**src/rtl/gate_sweep_pkg.sv**
```systemverilog
// gate_sweep_pkg: shared types and helpers for the gate sweep engine.
// Op encoding, FSM state encoding and the hold-counter width helper.
package gate_sweep_pkg;

  localparam int OP_W = 3;

  typedef enum logic [OP_W-1:0] {
    OP_AND  = 3'd0,
    OP_OR   = 3'd1,
    OP_XOR  = 3'd2,
    OP_NAND = 3'd3,
    OP_NOR  = 3'd4,
    OP_XNOR = 3'd5
  } op_e;

  typedef enum logic [1:0] {
    ST_IDLE = 2'd0,
    ST_RUN  = 2'd1,
    ST_DONE = 2'd2
  } state_e;

  // Width that holds 0..hold-1; never narrower than one bit.
  function automatic int hold_cnt_width(input int hold);
    return (hold < 2) ? 1 : $clog2(hold);
  endfunction

endpackage

```
**src/rtl/gate_sweep_engine_if.sv**
```systemverilog
// gate_sweep_engine_if: control and result bundle of the gate sweep engine.
// The dut_out / err_cnt / mismatch fields exist only when GATE_SWEEP_CHECK_EN
// is defined. master = stimulus/consumer side, slave = the engine.
interface gate_sweep_engine_if
  import gate_sweep_pkg::*;
#(
  parameter int N_IN  = 2,
  parameter int ERR_W = 8
);

  logic            i_start;
  logic            i_abort;
  logic [OP_W-1:0] i_op;
  logic [N_IN-1:0] o_vec;
  logic            o_gate_out;
  logic            o_strobe;
  logic            o_busy;
  logic            o_done;

`ifdef GATE_SWEEP_CHECK_EN
  logic             i_dut_out;
  logic [ERR_W-1:0] o_err_cnt;
  logic             o_mismatch;

  modport master (
    output i_start, i_abort, i_op, i_dut_out,
    input  o_vec, o_gate_out, o_strobe, o_busy, o_done, o_err_cnt, o_mismatch
  );

  modport slave (
    input  i_start, i_abort, i_op, i_dut_out,
    output o_vec, o_gate_out, o_strobe, o_busy, o_done, o_err_cnt, o_mismatch
  );
`else
  modport master (
    output i_start, i_abort, i_op,
    input  o_vec, o_gate_out, o_strobe, o_busy, o_done
  );

  modport slave (
    input  i_start, i_abort, i_op,
    output o_vec, o_gate_out, o_strobe, o_busy, o_done
  );
`endif

  // A zero-width error counter is meaningless even when the checker is off.
  if (ERR_W < 1) begin : g_bad_err_w
    $error("gate_sweep_engine_if: ERR_W must be at least 1");
  end

endinterface

```
**src/rtl/gate_eval.sv**
```systemverilog
// gate_eval: combinational N_IN-input gate evaluator with selectable op.
// Reserved op codes (6, 7) evaluate to 0. With N_IN=1 the reductions
// collapse to a buffer (AND/OR/XOR) or an inverter (NAND/NOR/XNOR).
module gate_eval
  import gate_sweep_pkg::*;
#(
  parameter int N_IN = 2
) (
  input  logic [N_IN-1:0] i_vec,
  input  logic [OP_W-1:0] i_op,
  output logic            o_result
);

  logic w_and;
  logic w_or;
  logic w_xor;

  assign w_and = &i_vec;
  assign w_or  = |i_vec;
  assign w_xor = ^i_vec;

  // Select the reduction named by the op code.
  always_comb begin
    o_result = 1'b0;
    case (i_op)
      OP_AND:  o_result = w_and;
      OP_OR:   o_result = w_or;
      OP_XOR:  o_result = w_xor;
      OP_NAND: o_result = ~w_and;
      OP_NOR:  o_result = ~w_or;
      OP_XNOR: o_result = ~w_xor;
      default: o_result = 1'b0;
    endcase
  end

endmodule

```
**src/rtl/gate_sweep_engine.sv**
```systemverilog
// gate_sweep_engine: walks every N_IN-bit input vector, holding each for HOLD
// cycles, and drives the vector plus its registered gate result. strobe marks
// the last hold cycle of each vector, done pulses once after the final vector.
// Optional on-the-fly checker against an external dut_out: GATE_SWEEP_CHECK_EN.
module gate_sweep_engine
  import gate_sweep_pkg::*;
#(
  parameter int N_IN  = 2,
  parameter int HOLD  = 10,
  parameter int ERR_W = 8
) (
  input  logic               i_clk,
  input  logic               i_rst_n,
  gate_sweep_engine_if.slave bus
);

  localparam int              CNT_W    = hold_cnt_width(HOLD);
  localparam logic [CNT_W-1:0] LAST_CNT = CNT_W'(HOLD - 1);
  localparam logic [N_IN-1:0] VEC_MAX  = {N_IN{1'b1}};

  localparam logic [1:0] S_IDLE = ST_IDLE;
  localparam logic [1:0] S_RUN  = ST_RUN;
  localparam logic [1:0] S_DONE = ST_DONE;

  // HOLD >= 2 is what lets the one-cycle-late gate result line up with vec
  // by the time strobe fires.
  if (HOLD < 2) begin : g_bad_hold
    $error("gate_sweep_engine: HOLD must be at least 2");
  end
  if ((N_IN < 1) || (N_IN > 8)) begin : g_bad_n_in
    $error("gate_sweep_engine: N_IN must be in 1..8");
  end
  if (ERR_W < 1) begin : g_bad_err_w
    $error("gate_sweep_engine: ERR_W must be at least 1");
  end

  logic [1:0]      r_state;
  logic [OP_W-1:0] r_op_q;
  logic [N_IN-1:0] r_vec;
  logic [CNT_W-1:0] r_hold_cnt;
  logic            r_gate_out;

  logic w_run;
  logic w_last;
  logic w_accept;
  logic w_eval;

  assign w_run    = (r_state == S_RUN);
  assign w_last   = w_run && (r_hold_cnt == LAST_CNT);
  // abort outranks start when both arrive in IDLE.
  assign w_accept = (r_state == S_IDLE) && bus.i_start && !bus.i_abort;

  gate_eval #(
    .N_IN (N_IN)
  ) u_gate_eval (
    .i_vec    (r_vec),
    .i_op     (r_op_q),
    .o_result (w_eval)
  );

  // Sweep FSM: IDLE -> RUN (vector walk) -> DONE (one cycle) -> IDLE.
  always_ff @(posedge i_clk) begin
    if (!i_rst_n) begin
      r_state    <= S_IDLE;
      r_op_q     <= '0;
      r_vec      <= '0;
      r_hold_cnt <= '0;
    end else begin
      case (r_state)
        S_IDLE: begin
          if (w_accept) begin
            r_state    <= S_RUN;
            r_op_q     <= bus.i_op;
            r_vec      <= '0;
            r_hold_cnt <= '0;
          end
        end
        S_RUN: begin
          // abort wins over both the vector advance and the entry to DONE;
          // vec is left where it was so the caller can see how far it got.
          if (bus.i_abort) begin
            r_state    <= S_IDLE;
            r_hold_cnt <= '0;
          end else if (w_last) begin
            r_hold_cnt <= '0;
            if (r_vec == VEC_MAX) begin
              r_state <= S_DONE;
            end else begin
              r_vec <= r_vec + N_IN'(1);
            end
          end else begin
            r_hold_cnt <= r_hold_cnt + CNT_W'(1);
          end
        end
        S_DONE: begin
          r_state <= S_IDLE;
        end
        default: begin
          r_state <= S_IDLE;
        end
      endcase
    end
  end

  // Register the gate result; it trails vec by one cycle.
  always_ff @(posedge i_clk) begin
    if (!i_rst_n) begin
      r_gate_out <= 1'b0;
    end else begin
      r_gate_out <= w_eval;
    end
  end

  assign bus.o_vec      = r_vec;
  assign bus.o_gate_out = r_gate_out;
  assign bus.o_strobe   = w_last;
  assign bus.o_busy     = w_run;
  assign bus.o_done     = (r_state == S_DONE);

`ifdef GATE_SWEEP_CHECK_EN
  localparam logic [ERR_W-1:0] ERR_MAX = {ERR_W{1'b1}};

  logic [ERR_W-1:0] r_err_cnt;
  logic             w_mismatch;

  // Only the strobe cycle is a valid sample point for the block under test.
  assign w_mismatch = w_last && (bus.i_dut_out != r_gate_out);

  // Saturating mismatch counter; cleared when a new sweep is accepted.
  always_ff @(posedge i_clk) begin
    if (!i_rst_n) begin
      r_err_cnt <= '0;
    end else if (w_accept) begin
      r_err_cnt <= '0;
    end else if (w_mismatch && (r_err_cnt != ERR_MAX)) begin
      r_err_cnt <= r_err_cnt + ERR_W'(1);
    end
  end

  assign bus.o_err_cnt  = r_err_cnt;
  assign bus.o_mismatch = w_mismatch;
`endif

endmodule

```
**src/flat_wrapper.sv**
```systemverilog
// flat-port wrapper written by rule: the top's interface ports become plain ports
module gate_sweep_engine_flat import gate_sweep_pkg::*;
#(
  parameter int N_IN  = 2,
  parameter int HOLD  = 10,
  parameter int ERR_W = 8
)
  (i_clk, i_rst_n, bus_i_start, bus_i_abort, bus_i_op, bus_o_vec, bus_o_gate_out, bus_o_strobe, bus_o_busy, bus_o_done);
  gate_sweep_engine_if #(.N_IN(N_IN), .ERR_W(ERR_W)) bus_i ();
  input  logic i_clk;
  input  logic i_rst_n;
  input wire logic [$bits(bus_i.i_start)-1:0] bus_i_start;
  input wire logic [$bits(bus_i.i_abort)-1:0] bus_i_abort;
  input wire logic [$bits(bus_i.i_op)-1:0] bus_i_op;
  output wire logic [$bits(bus_i.o_vec)-1:0] bus_o_vec;
  output wire logic [$bits(bus_i.o_gate_out)-1:0] bus_o_gate_out;
  output wire logic [$bits(bus_i.o_strobe)-1:0] bus_o_strobe;
  output wire logic [$bits(bus_i.o_busy)-1:0] bus_o_busy;
  output wire logic [$bits(bus_i.o_done)-1:0] bus_o_done;
  assign bus_i.i_start = bus_i_start;
  assign bus_i.i_abort = bus_i_abort;
  assign bus_i.i_op = bus_i_op;
  assign bus_o_vec = bus_i.o_vec;
  assign bus_o_gate_out = bus_i.o_gate_out;
  assign bus_o_strobe = bus_i.o_strobe;
  assign bus_o_busy = bus_i.o_busy;
  assign bus_o_done = bus_i.o_done;
  gate_sweep_engine #(.N_IN(N_IN), .HOLD(HOLD), .ERR_W(ERR_W)) u_core (.i_clk(i_clk), .i_rst_n(i_rst_n), .bus(bus_i));
endmodule
```
**config.mk**
```make
export PLATFORM = sky130hd
export DESIGN_NAME = gate_sweep_engine_flat
export DESIGN_NICKNAME = d
export VERILOG_FILES = /design/src/rtl/gate_sweep_pkg.sv /design/src/rtl/gate_sweep_engine_if.sv /design/src/rtl/gate_eval.sv /design/src/rtl/gate_sweep_engine.sv /design/src/flat_wrapper.sv
export SDC_FILE = /design/constraint.sdc
export NUM_CORES = 1
export LEC_CHECK = 0
export BUFFER_PORTS_ARGS = -buffer_cell sky130_fd_sc_hd__buf_2
export CAP_MARGIN = 5
export CORE_MARGIN = 5
export CORE_UTILIZATION = 33
export DETAILED_ROUTE_END_ITERATION = 6
export PLACE_DENSITY = 0.51
export SETUP_SLACK_MARGIN = 0.2
export SYNTH_ARGS = -nofsm -noshare
export SYNTH_HDL_FRONTEND = slang
export SYNTH_SLANG_ARGS = --single-unit
```
**constraint.sdc**
```tcl
create_clock -name i_clk -period 1.4 [get_ports i_clk]
set_clock_uncertainty 0.05 [all_clocks]
set_input_delay 0.21 -clock i_clk [delete_from_list [all_inputs] [get_ports i_clk]]
set_output_delay 0.21 -clock i_clk [all_outputs]
set_load 0.02 [all_outputs]
```
==> metrics.log <==
[metrics] proportion of layout cells with a drive suffix above 1: 0.5980
[metrics] number of instances in the synthesized netlist: just under 80
[metrics] largest net degree at the start of global routing: 10
[metrics] first-pass GRT wire length: around 3000 um
[metrics] worst reg-to-reg path cell count: 7
[metrics] async set or reset register ratio after synthesis: 0
[metrics] antenna violations before repair: 0
[metrics] power per standard cell area: 662.6 nW/um^2
[metrics] synthesized netlist net count: between 80 and 90
[metrics] hold violation count in the final report: 0
[metrics] total setup violations reported at the end of the flow: 1
[metrics] Post-synth top flop: dfxtp_1
[metrics] boundary pin count: 13
[metrics] clk sinks: 12
[metrics] Seq/Total Area, Yosys: 0.3562
[metrics] worst path arrival time: 1.26 ns
[metrics] number of port buffers: 12
[metrics] post-layout min period: 1.519 ns
[metrics] number of H-tree branching levels: 1
[metrics] overall overflow remaining after global route: 0
[metrics] post-detail-place hpwl: about 1200 um
[metrics] synth unique cells: 27
[metrics] type of the worst min-delay path: in -> reg
[metrics] cell leakage power: between 0.0004 and 0.0005 uW
[metrics] Setup Crit Path Kind: reg -> out
[metrics] number of flip-flops and latches in the synthesized netlist: 12
[metrics] maximum capacitance violations: 0
[metrics] family with the most delay on the worst path: flip-flops
[metrics] average detailed-routed wire length per instance: approximately 14 um
[metrics] FMAX: around 0.66 GHz
[metrics] CTS Root Buffer Type: clkbuf_4
[metrics] number of core rows: 16
[metrics] Critical Path, Cell by Cell: inv_2 -> ha_4 -> and3b_2 -> and2_4 -> buf_6
[metrics] slack of the critical path: -0.1191 ns
[metrics] synthesized area divided by synthesized cell count: between 8 and 9 um^2
[metrics] remaining antenna violation count: 0
[metrics] die height: around 55 um
[metrics] sequential cell area: 257.7 um^2
[metrics] Worst Hold Path Cells: 3
[metrics] initial core utilization: 0.3438
[metrics] DR iter-0 viols: 5
[metrics] core footprint: 1962 um^2
[metrics] Hold-fix buffers, CTS: 0
[metrics] final core utilization: 0.5389
[metrics] routability-driven placement congestion ratio: around 0.77
[metrics] number of buffers created by CTS: 3
[metrics] worst-skew pair later-pin latency: roughly 0.27 ns
[metrics] transition time at the pin with the least slew margin: approximately 0.34 ns
[metrics] critical path fanouts, max: 2
[metrics] ant diodes: 0
[metrics] sort of element at the end of the critical path: primary output
[metrics] vias in the first global route: around 660
[metrics] vias: approximately 630
[metrics] cell count along the critical path: 5
[metrics] violated checks: negative setup slack
[metrics] Worst Path Buf+Inv: 2
[metrics] width of the die: ~55 um
[metrics] total routed wirelength: 1775 um
[metrics] via density per instance: between 4 and 5
[metrics] drt first pass iters: 4
[metrics] count of unresolved DRC violations after routing: 0
[metrics] worst rel slew slack: 0.7746
[metrics] total global-route track usage: 0.1258
[metrics] count of warnings emitted by yosys: 0
[metrics] clock tree from TritonCTS: done
[metrics] setup repair after global routing missed its margin: true
[metrics] maximum VDD drop: ~0.00044 V
[metrics] max-slew violations: 0
[metrics] Clock Pin Slew Worst Setup and Hold Paths: about 0.080 ns
[metrics] final-layout worst hold slack: between 0.1 and 0.15 ns
[metrics] data required time at the worst endpoint: roughly 1.1 ns
[metrics] CP startpoint kind: register
[metrics] area occupied by multi-input gates: roughly 540 um^2
[metrics] post-synth design cell area: just under 700 um^2
[metrics] Layout Area Growth over Synthesis: 56.77%
[metrics] buffers from clock root to sink, at most: 2
[metrics] die outline area: about 3000 um^2
[metrics] run status: complete, but fails checks
[metrics] final critical-path share of the clock period: 1.085
[metrics] fillcell total: roughly 200
[metrics] number of nets in the finished design: between 100 and 150
[metrics] number of flops mapped to enable cells by yosys: 0
[metrics] slowest stage cell on the critical path: dfxtp_2
[metrics] worst stage delay on the critical path: about 0.34 ns
-- synth_stat cells (all sizes together), types with 2 or more instances --
master,instances,share of area
mux2i,3,0.045
nand3,3,0.022
a31oi,2,0.019
dfxtp,12,0.36
and2,2,0.019
nor2b,3,0.028
o31ai,2,0.022
buf,2,0.033
o21ai,5,0.037
inv,5,0.028
nor4,2,0.019
nand3b,2,0.022
nand2,4,0.022
ha,4,0.074
nor2,11,0.061
a21oi,5,0.037
-- sequential cells by signal, indices dropped and copies added, names as in the netlist --
name / flops
u_core.r_hold_cnt: 4
u_core.bus.o_vec: 2
u_core.r_state: 2
u_core.r_op_q: 3
u_core.bus.o_gate_out: 1
-- path summary, 6_finish.rpt --
path | startpoint | end | slack [ns]
worst min register to register | u_core.r_op_q[1]$_SDFFE_PN0P_ | u_core.bus.o_gate_out$_SDFF_PN0_ | 0.44
worst max-delay path | u_core.r_hold_cnt[1]$_SDFFE_PN0P_ | bus_o_strobe | -0.12
worst min-delay path | bus_i_op[0] | u_core.r_op_q[0]$_SDFFE_PN0P_ | 0.12
worst max register to register | u_core.r_hold_cnt[1]$_SDFFE_PN0P_ | u_core.r_hold_cnt[2]$_SDFFE_PN0P_ | 0.04
-- layout make-up --
cell class                 instances  share of cell area
multi-input combinational         58              0.5124
sequential                        12              0.2438
timing repair buffer              24              0.1728
tap                               27             0.03195
clock buffer                       3             0.02130
inverter                           5             0.01775
-- worst register-to-register path: cells and delay by family (launching register included) --
| family | cells | cell delay [ns] |
|---|---|---|
| AOI/OAI and AO/OA | 2 | 0.20 |
| and+or+nand+nor | 2 | 0.35 |
| DFF | 1 | 0.34 |
| adders and majority gates | 1 | 0.15 |
| buffers and inverters | 2 | 0.20 |
-- where the power goes --
| part | switching [uW] | internal, uW | leakage (uW) |
|---|---|---|---|
| logic | 63.0 | 61.8 | 0.000291 |
| registers | 15.4 | 345 | 0.000101 |
| clock network | 116 | 99.5 | 0.0000138 |
| total | 194 | 507 | 0.000406 |
-- metal layers --
layer | vias to the layer above | part of all wire | wire length, um | global-route usage
li1 | 326 | - | - | -
met1 | 294 | 0.47 | 833 | 0.1423
met2 | 10 | 0.47 | 839 | 0.2027
met3 | 4 | 0.037 | 65 | 0.04429
met4 | 0 | 0.020 | 36 | 0.07292
met5 | - | 0 | 0 | 0
-- logic make-up after synthesis --
family          Yosys count  share of synthesized area
simple gates             33                     0.2968
compound gates           17                     0.1503
flops                    12                     0.3562
buf+inv                   7                    0.06123
mux                       4                    0.06123
fa+ha+maj                 4                    0.07421
-- placed cells by master, fill, tap and decap left out, types with 2 or more instances in the layout --
cell type and count:
buf_4 10, nor2_1 9, buf_2 8, buf_6 6
dfxtp_1 6, o21ai_1 4, dfxtp_4 4, inv_2 3
a21oi_1 3, nand3_1 3, mux2i_1 3, clkbuf_4 3
nor2b_4 2, inv_1 2, nand2_1 2, nand2_2 2
nand3b_1 2, a21oi_2 2, ha_4 2, dfxtp_2 2
-- what timing repair did --
action                                  in CTS  in global routing
endpoints found under the hold margin        0                  0
endpoints found under the setup margin      15                 16
pin swaps                                   14                  3
setup buffers                                6                  0
gates cloned                                 0                  0
gates resized for setup                     25                 15
-- through the flow --
step	area, um^2	setup TNS [ns]	setup WS (ns)	instances	total power [uW]
after floorplan	721.9	0	0.05590	77	428.9
after global placement	838.3	0	0.002165	120	462.3
after detailed placement	838.3	-0.01621	-0.009323	120	462.3
after CTS	1002	-0.1157	-0.1157	129	694.6
after global routing	1057	-0.2725	-0.1650	129	736.6
final	1057	-0.1191	-0.1191	129	700.5
Power figures use the tool's default switching activity.
